`src/rtl/grid_scle_source.sv`:
```
`default_nettype none
// ---------------------------------------------------------------------------
// grid_scle_source : table-driven paired grid/scale AXI-Stream frame source.
// Optional GRID_SOURCE_TID_EN: tid carries per-stream frame count. Rev 1.0
// ---------------------------------------------------------------------------
module grid_scle_source #(
  parameter int DATA_WIDTH  = 16,
  parameter int SCALE_WIDTH = 16,
  parameter int GRID_POINTS = 8,
  parameter int ADDR_WIDTH  = $clog2(GRID_POINTS),
  parameter int FRAME_WIDTH = 16,
  parameter int ID_WIDTH    = 8
) (
  input  logic                   clk,
  input  logic                   rst_n,
  input  logic                   cfg_wr_en,
  input  logic [ADDR_WIDTH-1:0]  cfg_wr_addr,
  input  logic [DATA_WIDTH-1:0]  cfg_wr_grid,
  input  logic [SCALE_WIDTH-1:0] cfg_wr_scle,
  input  logic [ADDR_WIDTH:0]    cfg_len,
  output logic                   cfg_busy,
  input  logic [FRAME_WIDTH-1:0] s_axis_cmd_tdata,
  input  logic                   s_axis_cmd_tvalid,
  output logic                   s_axis_cmd_tready,
  output logic [DATA_WIDTH-1:0]  m_axis_grid_tdata,
  output logic                   m_axis_grid_tvalid,
  input  logic                   m_axis_grid_tready,
  output logic                   m_axis_grid_tlast,
  output logic [ID_WIDTH-1:0]    m_axis_grid_tid,
  output logic [SCALE_WIDTH-1:0] m_axis_scle_tdata,
  output logic                   m_axis_scle_tvalid,
  input  logic                   m_axis_scle_tready,
  output logic                   m_axis_scle_tlast,
  output logic [ID_WIDTH-1:0]    m_axis_scle_tid
);

  localparam logic [0:0] IDLE = 1'b0;
  localparam logic [0:0] RUN  = 1'b1;
  localparam logic [ADDR_WIDTH:0] LEN_MAX = (ADDR_WIDTH+1)'(GRID_POINTS);
  localparam logic [ADDR_WIDTH:0] LEN_ONE = (ADDR_WIDTH+1)'(1);

  logic [0:0]             state_q, state_d;
  logic                   cmd_rdy_q;
  logic [FRAME_WIDTH-1:0] n_q, n_d;
  logic [ADDR_WIDTH:0]    len_q, len_d;
  logic [DATA_WIDTH-1:0]  grid_mem_q [GRID_POINTS];
  logic [SCALE_WIDTH-1:0] scle_mem_q [GRID_POINTS];

  logic [ADDR_WIDTH-1:0]  g_idx_q, g_idx_d, s_idx_q, s_idx_d;
  logic [FRAME_WIDTH-1:0] g_frm_q, g_frm_d, s_frm_q, s_frm_d;
  logic                   g_vld_q, g_vld_d, s_vld_q, s_vld_d;
  logic                   g_last_q, g_last_d, s_last_q, s_last_d;
  logic [DATA_WIDTH-1:0]  g_data_q, g_data_d;
  logic [SCALE_WIDTH-1:0] s_data_q, s_data_d;

  logic                   w_wr_ok, w_cmd_acc, w_cmd_run;
  logic [ADDR_WIDTH:0]    w_len_sel, w_len_m1;
  logic [DATA_WIDTH-1:0]  w_grid_first;
  logic [SCALE_WIDTH-1:0] w_scle_first;

  assign w_wr_ok   = cfg_wr_en && (state_q == IDLE) && ({1'b0, cfg_wr_addr} < LEN_MAX);
  assign w_cmd_acc = s_axis_cmd_tvalid && cmd_rdy_q;
  assign w_cmd_run = w_cmd_acc && (s_axis_cmd_tdata != '0);
  assign w_len_sel = ((cfg_len == '0) || (cfg_len > LEN_MAX)) ? LEN_MAX : cfg_len;
  assign w_len_m1  = len_q - LEN_ONE;

  // A write landing with the command must already be visible in the first beat.
  assign w_grid_first = (w_wr_ok && (cfg_wr_addr == '0)) ? cfg_wr_grid : grid_mem_q[0];
  assign w_scle_first = (w_wr_ok && (cfg_wr_addr == '0)) ? cfg_wr_scle : scle_mem_q[0];

  always_comb begin
    state_d = state_q;
    n_d     = n_q;
    len_d   = len_q;
    if (state_q == IDLE) begin
      if (w_cmd_acc) begin
        n_d   = s_axis_cmd_tdata;
        len_d = w_len_sel;
      end
      if (w_cmd_run) state_d = RUN;
    end else if (!g_vld_q && !s_vld_q) begin
      state_d = IDLE;
    end
  end

  always_comb begin
    g_idx_d  = g_idx_q;
    g_frm_d  = g_frm_q;
    g_vld_d  = g_vld_q;
    g_last_d = g_last_q;
    g_data_d = g_data_q;
    if (state_q == IDLE) begin
      if (w_cmd_run) begin
        g_idx_d  = '0;
        g_frm_d  = '0;
        g_vld_d  = 1'b1;
        g_last_d = (w_len_sel == LEN_ONE);
        g_data_d = w_grid_first;
      end
    end else if (g_vld_q && m_axis_grid_tready) begin
      if (g_last_q) begin
        g_idx_d = '0;
        g_frm_d = g_frm_q + 1'b1;
      end else begin
        g_idx_d = g_idx_q + 1'b1;
      end
      g_vld_d  = (g_frm_d != n_q);
      g_last_d = g_vld_d && ({1'b0, g_idx_d} == w_len_m1);
      g_data_d = grid_mem_q[g_idx_d];
    end
  end

  always_comb begin
    s_idx_d  = s_idx_q;
    s_frm_d  = s_frm_q;
    s_vld_d  = s_vld_q;
    s_last_d = s_last_q;
    s_data_d = s_data_q;
    if (state_q == IDLE) begin
      if (w_cmd_run) begin
        s_idx_d  = '0;
        s_frm_d  = '0;
        s_vld_d  = 1'b1;
        s_last_d = (w_len_sel == LEN_ONE);
        s_data_d = w_scle_first;
      end
    end else if (s_vld_q && m_axis_scle_tready) begin
      if (s_last_q) begin
        s_idx_d = '0;
        s_frm_d = s_frm_q + 1'b1;
      end else begin
        s_idx_d = s_idx_q + 1'b1;
      end
      s_vld_d  = (s_frm_d != n_q);
      s_last_d = s_vld_d && ({1'b0, s_idx_d} == w_len_m1);
      s_data_d = scle_mem_q[s_idx_d];
    end
  end

  always_ff @(posedge clk or negedge rst_n) begin
    if (!rst_n) begin
      state_q   <= IDLE;
      cmd_rdy_q <= 1'b0;
      n_q       <= '0;
      len_q     <= '0;
      for (int i = 0; i < GRID_POINTS; i++) begin
        grid_mem_q[i] <= '0;
        scle_mem_q[i] <= '0;
      end
      g_idx_q  <= '0;  g_frm_q  <= '0;  g_vld_q  <= 1'b0;
      g_last_q <= 1'b0; g_data_q <= '0;
      s_idx_q  <= '0;  s_frm_q  <= '0;  s_vld_q  <= 1'b0;
      s_last_q <= 1'b0; s_data_q <= '0;
    end else begin
      state_q   <= state_d;
      cmd_rdy_q <= (state_d == IDLE);
      n_q       <= n_d;
      len_q     <= len_d;
      if (w_wr_ok) begin
        grid_mem_q[cfg_wr_addr] <= cfg_wr_grid;
        scle_mem_q[cfg_wr_addr] <= cfg_wr_scle;
      end
      g_idx_q  <= g_idx_d;  g_frm_q  <= g_frm_d;  g_vld_q  <= g_vld_d;
      g_last_q <= g_last_d; g_data_q <= g_data_d;
      s_idx_q  <= s_idx_d;  s_frm_q  <= s_frm_d;  s_vld_q  <= s_vld_d;
      s_last_q <= s_last_d; s_data_q <= s_data_d;
    end
  end

`ifdef GRID_SOURCE_TID_EN
  logic [ID_WIDTH-1:0] g_tid_q, s_tid_q;
  always_ff @(posedge clk or negedge rst_n) begin
    if (!rst_n) begin
      g_tid_q <= '0;
      s_tid_q <= '0;
    end else begin
      g_tid_q <= ID_WIDTH'(g_frm_d);
      s_tid_q <= ID_WIDTH'(s_frm_d);
    end
  end
  assign m_axis_grid_tid = g_tid_q;
  assign m_axis_scle_tid = s_tid_q;
`else
  assign m_axis_grid_tid = '0;
  assign m_axis_scle_tid = '0;
`endif

  assign cfg_busy           = (state_q == RUN);
  assign s_axis_cmd_tready  = cmd_rdy_q;
  assign m_axis_grid_tdata  = g_data_q;
  assign m_axis_grid_tvalid = g_vld_q;
  assign m_axis_grid_tlast  = g_last_q;
  assign m_axis_scle_tdata  = s_data_q;
  assign m_axis_scle_tvalid = s_vld_q;
  assign m_axis_scle_tlast  = s_last_q;

endmodule
`default_nettype wire
```
`config.mk`:
```
export PLATFORM = sky130hd
export DESIGN_NAME = grid_scle_source
export DESIGN_NICKNAME = d
export VERILOG_FILES = /design/src/rtl/grid_scle_source.sv
export SDC_FILE = /design/constraint.sdc
export NUM_CORES = 1
export LEC_CHECK = 0
export CAP_MARGIN = 0
export CORE_UTILIZATION = 45
export DETAILED_ROUTE_END_ITERATION = 10
export HOLD_SLACK_MARGIN = 0.06
export PLACE_DENSITY = 0.71
export SYNTH_ARGS = -nofsm -noshare
export SYNTH_HDL_FRONTEND = slang
export SYNTH_SLANG_ARGS = --single-unit
```
`constraint.sdc`:
```
create_clock -name clk -period 2.35 [get_ports clk]
set_clock_uncertainty 0.1 [all_clocks]
set_input_delay 0.705 -clock clk [delete_from_list [all_inputs] [get_ports clk]]
set_output_delay 0.705 -clock clk [all_outputs]
set_load 0.03 [all_outputs]
```
Word level (Yosys, flattened, before mapping)
Cells that the tools add are included.
{ "totals": {"ff_bits": 352, "in_bits": 61, "output_inout_bits": 54, "wordCells": 126} }
{ "classes": {"add_sub_neg": 5, "magnitude_cmp": 5, "n_eq_ne": 7, "n_mux": 54, "n_bitwise": 5, "n_reduce_logical": 20} }
{ "ops": {"columns": ["cell", "count"], "rows": [
  ["$mux 16", 24],
  ["$bwmux 128", 2],
  ["$bmux 16 s3", 2],
  ["$demux 16 s3", 1],
  ["$mux 3", 11],
  ["$add 16x1->16 const B", 2],
  ["$ne 16x16->1", 2],
  ["$reduce_bool 16->1", 1],
  ["$mux 1", 13],
  ["$ge 4x4->1 const B", 3],
  ["$not 3->4", 3],
  ["$logic_and 1x1->1", 10],
  ["$eq 3x4->1", 2],
  ["$add 3x1->3 const B", 2],
  ["$reduce_and 2->1", 3],
  ["$eq 4x1->1 const B", 1],
  ["$gt 4x4->1 const B", 1],
  ["$logic_not 4->1", 1],
  ["$lt 4x1->1 const B", 1],
  ["$mux 4", 1],
  ["$ne 2x1->1 const B", 2],
  ["$sub 4x1->4 const B", 1],
  ["$logic_not 3->1", 1],
  ["$logic_not 1->1", 2],
  ["3 further kinds", 4]
]} }

Depth between registers and ports, before layout
{ "logic_depth": {"ltp_word": 10, "ltp_mapped": 9, "mapped_depth_nobuf": 8} }

Least setup slack after synthesis
Ideal clock, no wire load.
{ "synth_path": {"kind": "register -> register", "startpoint": "register s_last_q, in the netlist m_axis_scle_tlast", "endpoint": "register s_vld_q, in the netlist m_axis_scle_tvalid", "setup_ps": 137, "t_arrival_ps": 2377, "t_required_ps": 2113, "setup_slack_ps": -264, "stages_incl_launch_ff": 8, "path_buffers": 0, "period_less_slack_ps": 2614, "path_cell_list": "dfrtp_1 > nand4_4 > nor3_1 > nand3_1 > xnor2_1 > or4_1 > nor4_2 > a21oi_1"} }
{ "synth_between": {"elab_chain_len": 6} }
{ "synth_rtl": {"columns": ["item", "line", "source"], "rows": [
  ["from (decl)", "52", "logic g_last_q, g_last_d, s_last_q, s_last_d;"],
  ["from (signal assigned)", "166", "s_last_q <= s_last_d; s_data_q <= s_data_d;"],
  ["$mux 16", "128", "if (s_last_q) begin"],
  ["$mux 16", "127", "end else if (s_vld_q && m_axis_scle_tready) begin"],
  ["$mux 16", "119", "if (state_q == IDLE) begin"],
  ["$ne 16x16->1", "134", "s_vld_d = (s_frm_d != n_q);"],
  ["$mux 1", "127", null],
  ["$mux 1", "119", null],
  ["to (signal assigned)", "165", "s_idx_q <= s_idx_d; s_frm_q <= s_frm_d; s_vld_q <= s_vld_d;"],
  ["to (decl)", "51", "logic g_vld_q, g_vld_d, s_vld_q, s_vld_d;"]
]} }
No other way between the ends. The select of a mux whose other input is x is not followed.
A chain may end at the register's enable or synchronous reset.

Worst setup path after layout
{ "layout_path": {"startpoint": "register s_frm_q[4]", "endpoint": "register s_last_q, in the netlist m_axis_scle_tlast"} }
{ "layout_between": {"elab_chain_len": 8} }
{ "layout_rtl": {"columns": ["item", "line", "source"], "rows": [
  ["from (decl)", "50", "logic [FRAME_WIDTH-1:0] g_frm_q, g_frm_d, s_frm_q, s_frm_d;"],
  ["from (signal assigned)", "165", null],
  ["$add 16x1->16", "130", "s_frm_d = s_frm_q + 1'b1;"],
  ["$mux 16 (*)", "128", null],
  ["$mux 16 (*)", "127", null],
  ["$mux 16 (*)", "119", null],
  ["$ne 16x16->1 (*)", "134", null],
  ["$logic_and 1x1->1 (*)", "135", "s_last_d = s_vld_d && ({1'b0, s_idx_d} == w_len_m1);"],
  ["$mux 1 (*)", "127", null],
  ["$mux 1 (*)", "119", null]
]} }
Mark *: on every way between the ends. The rest lies on a longest branch, timed or not. The select of a mux whose other input is x is not followed.

==> flow_metrics.py <==
metrics = {
    "outcome": {
        "outcome": "finished, final reports clean",
    },
    "min_path": {
        "hp-class": "reg2reg",
        "hold_end": "grid_mem_q[36]",
        "min_from": "grid_mem_q[36]",
        "holdPathStages": 1,
    },
    "timing": {
        "hold_violations": 0,
        "fin_setup_tns_ns": 0,
        "worstMarginPinSlew_ns": 0.661,
        "setup_slack_ns": 0.0171,
        "rsz0062_at_grt": "true",
        "timing.max_slew.rel_slack_pct": 55.9,
        "finalCritPeriodShare_pct": 99.3,
        "hold_ws_ns": 0.395,
        "drv_slew": 0,
        "fmax_mhz": 429,
        "fin_crit_ns": 2.33,
        "finalSetupViolCount": 0,
    },
    "floorplan": {
        "pin_count": 115,
        "die_y_um": 197,
        "die_area_um2": 39000,
        "die_x_um": 197,
        "core_um2": 37700,
        "start_util_pct": 45.6,
        "num_rows": 71,
    },
    "grt": {
        "antenna_found_initial": 3,
        "grt_first_pass_wirelength_mm": 71.2,
        "grt_max_degree": 67,
        "overflow": 0,
        "grt_pass1_vias": 13262,
        "track_usage_pct": 23.1,
    },
    "yosys": {
        "yosysWarnings": 0,
        "synthFlopType": "dfrtp_1",
        "async_flop_share_pct": 100,
        "synthCells": 1540,
        "syn_area_um2": 17200,
        "synth_edf_count": 0,
        "ys_seq_area_share_pct": 51.2,
        "synth.avg_cell_area_um2": 11.2,
        "yosysUniqueCellTypes": 53,
        "synth_seq_cells": 352,
    },
    "final_layout": {
        "nets": 1804,
        "area_delta_synth_final_pct": 24.7,
        "layout-drive-gt1-share_pct": 30.4,
    },
    "clocking": {
        "cts_buffers": 38,
        "cts_tree": "yes",
        "path_clk_slew_ns": 0.06,
        "cts_buffer_depth": 3,
        "root_buffer": "clkbuf_16",
        "htree_levels": 2,
        "clk_latency_ns": 0.53,
        "cts.sinks": 352,
    },
    "setup_path": {
        "critical_path_class": "reg2reg",
        "cp-end-kind": "flip-flop",
        "r2r_setup_slack_ns": 0.02,
        "critPathLaunchType": "flip-flop",
        "critPathMaxFanout": 5,
        "rr_worst_depth": 8,
        "crit_arrival_ns": 2.64,
        "worst_ep_required_time_ns": 2.66,
        "rr_endpoint": "m_axis_scle_tlast",
        "rr_startpoint": "s_frm_q[4]",
    },
    "placement": {
        "dp_hpwl_mm": 27.9,
        "place_ws_ns": -0.509,
        "gp_congestion": 0.900,
        "portBuffers": 98,
    },
    "power_and_ir_drop": {
        "vdd_ir_drop_max_v": 0.000739,
        "leakagePower_nw": 9.15,
        "cellPowerDensity_nw_per_um2": 1350,
    },
    "detailed_routing": {
        "drt_iter0_drc": 892,
        "viasPerCell": 5.81,
        "vias": 13220,
        "drt_first_pass_iters": 5,
        "drc": 0,
        "drt.antenna.violating_nets": 0,
        "wl_mm": 44.6,
        "wire_per_inst_um": 19.6,
    },
    "flow_run": {
        "max-cap-violations": 0,
    },
}
power by group:
group          switching [mW]  internal [mW]  leakage (nW)  total (mW)
sequential               1.66           8.77          4.41        10.4
clock                    2.44           3.74         0.623        6.19
combinational            6.76           5.56          4.12        12.3
total                    10.9           18.1          9.15        28.9
worst max-delay path, stage by stage (launching register included):
cell and delay (ns):
dfrtp_1 0.41, nand4_4 0.17, nor2_4 0.16, xor2_2 0.16, mux2_4 0.31, or4_4 0.50, nor4_4 0.17, buf_4 0.17
o21ai_1 0.07
sequential cells by signal (all words and copies together) (netlist names), 3 cells and up:
name and cells:
g_idx_q 3, s_idx_q 3, s_frm_q 16, grid_mem_q 128, scle_mem_q 128, m_axis_scle_tdata 16, g_frm_q 16, len_q 4
m_axis_grid_tdata 16, n_q 16
cell usage in the layout (no fill, tap or decap), types with 7 or more instances in the layout:
cell             instances
a21oi_1                 47
clkbuf_16               39
nand2_1                115
dlygate4sd2_1           35
nor2b_1                 67
a311oi_1                64
conb_1                  16
mux2_1                   8
buf_12                  28
nand4_1                 18
clkbuf_8                 8
dfrtp_1                348
clkbuf_1                10
mux2_2                 264
o31ai_1                 13
xnor2_1                 31
a211oi_1                92
xor2_1                  22
o21ai_0                125
buf_4                  143
nor2_1                  67
nor4_1                   7
clkdlybuf4s50_1         59
nand3_1                 22
worst max path at each step:
stage	from	end	slack, ns	depth (start not counted)
final	s_frm_q[4]	m_axis_scle_tlast	0.02	8
after global routing	s_frm_q[1]	m_axis_scle_tvalid	-0.08	11
after CTS	s_frm_q[1]	m_axis_scle_tlast	0.002	11
after detailed placement	cfg_wr_en	m_axis_scle_tdata[4]	-0.51	8
after global placement	cfg_wr_en	m_axis_scle_tdata[6]	-0.47	8
after floorplan	cfg_wr_addr[1]	m_axis_grid_tdata[0]	0.03	6
per-layer routing:
layer	vias to the layer above	track usage (%)	routed length (um)
met4	4	7.26	1180
met1	6724	31.2	19600
met5	-	0	31
met3	95	3.45	2390
met2	383	38.2	21400
li1	6014	-	-
final cells by class:
class / instances / area [um2]
Clock inverter: 9 / 159
Timing Repair Buffer: 271 / 2600
Fill cell: 3127 / 16200
Clock buffer: 57 / 1120
Multi-Input combinational cell: 1068 / 8080
Inverter: 7 / 26.3
Sequential cell: 352 / 8810
Antenna cell: 1 / 2.50
Tap cell: 511 / 639
synth_stat cells (all sizes together), types with 9 or more instances:
cell type  number  area (um2)
a211oi         96         721
nor2b          68         425
xor2           23         209
nand4          19         134
clkbuf         95         358
mux2          273        3080
a21oi          47         235
dfrtp         352        8810
o21ai         128         641
a311oi         64         561
buf            33         199
nor2           73         282
nand2         115         432
xnor2          32         280
nor3            9        45.0
nand3          22         110
o31ai          13        97.6
nor4           14        93.8
metrics by stage:
| step | area, um2 | utilization [%] | instances | total power, mW |
|---|---|---|---|---|
| after floorplan | 17300 | - | 1555 | 18.4 |
| after global placement | 19900 | 52.8 | 2194 | 22.3 |
| after detailed placement | 19900 | 52.8 | 2194 | 22.8 |
| after CTS | 21200 | 56.3 | 2262 | 28.9 |
| after global routing | 21400 | 56.9 | 2275 | 30.6 |
| final | 21400 | 56.9 | 2276 | 28.9 |
cell families after synthesis:
kind of cell | Yosys count | synth area share [%]
DFF | 352 | 51.2
buffers and inverters | 135 | 3.39
xor gates and xnor gates | 55 | 2.85
muxes | 278 | 18.2
and+or+nand+nor | 347 | 9.94
other | 1 | 0.0218
AOI/OAI and AO/OA | 367 | 14.0
adders and majority gates | 5 | 0.364
timing repair:
action                                  4_1_cts  5_1_grt
buffers inserted                              1       13
hold buffers                                  1        0
endpoints found under the setup margin       40       22
pin swaps                                     0       11
endpoints found under the hold margin        46        0
resized for setup                            47       27
(Power assumes the default switching activity.)
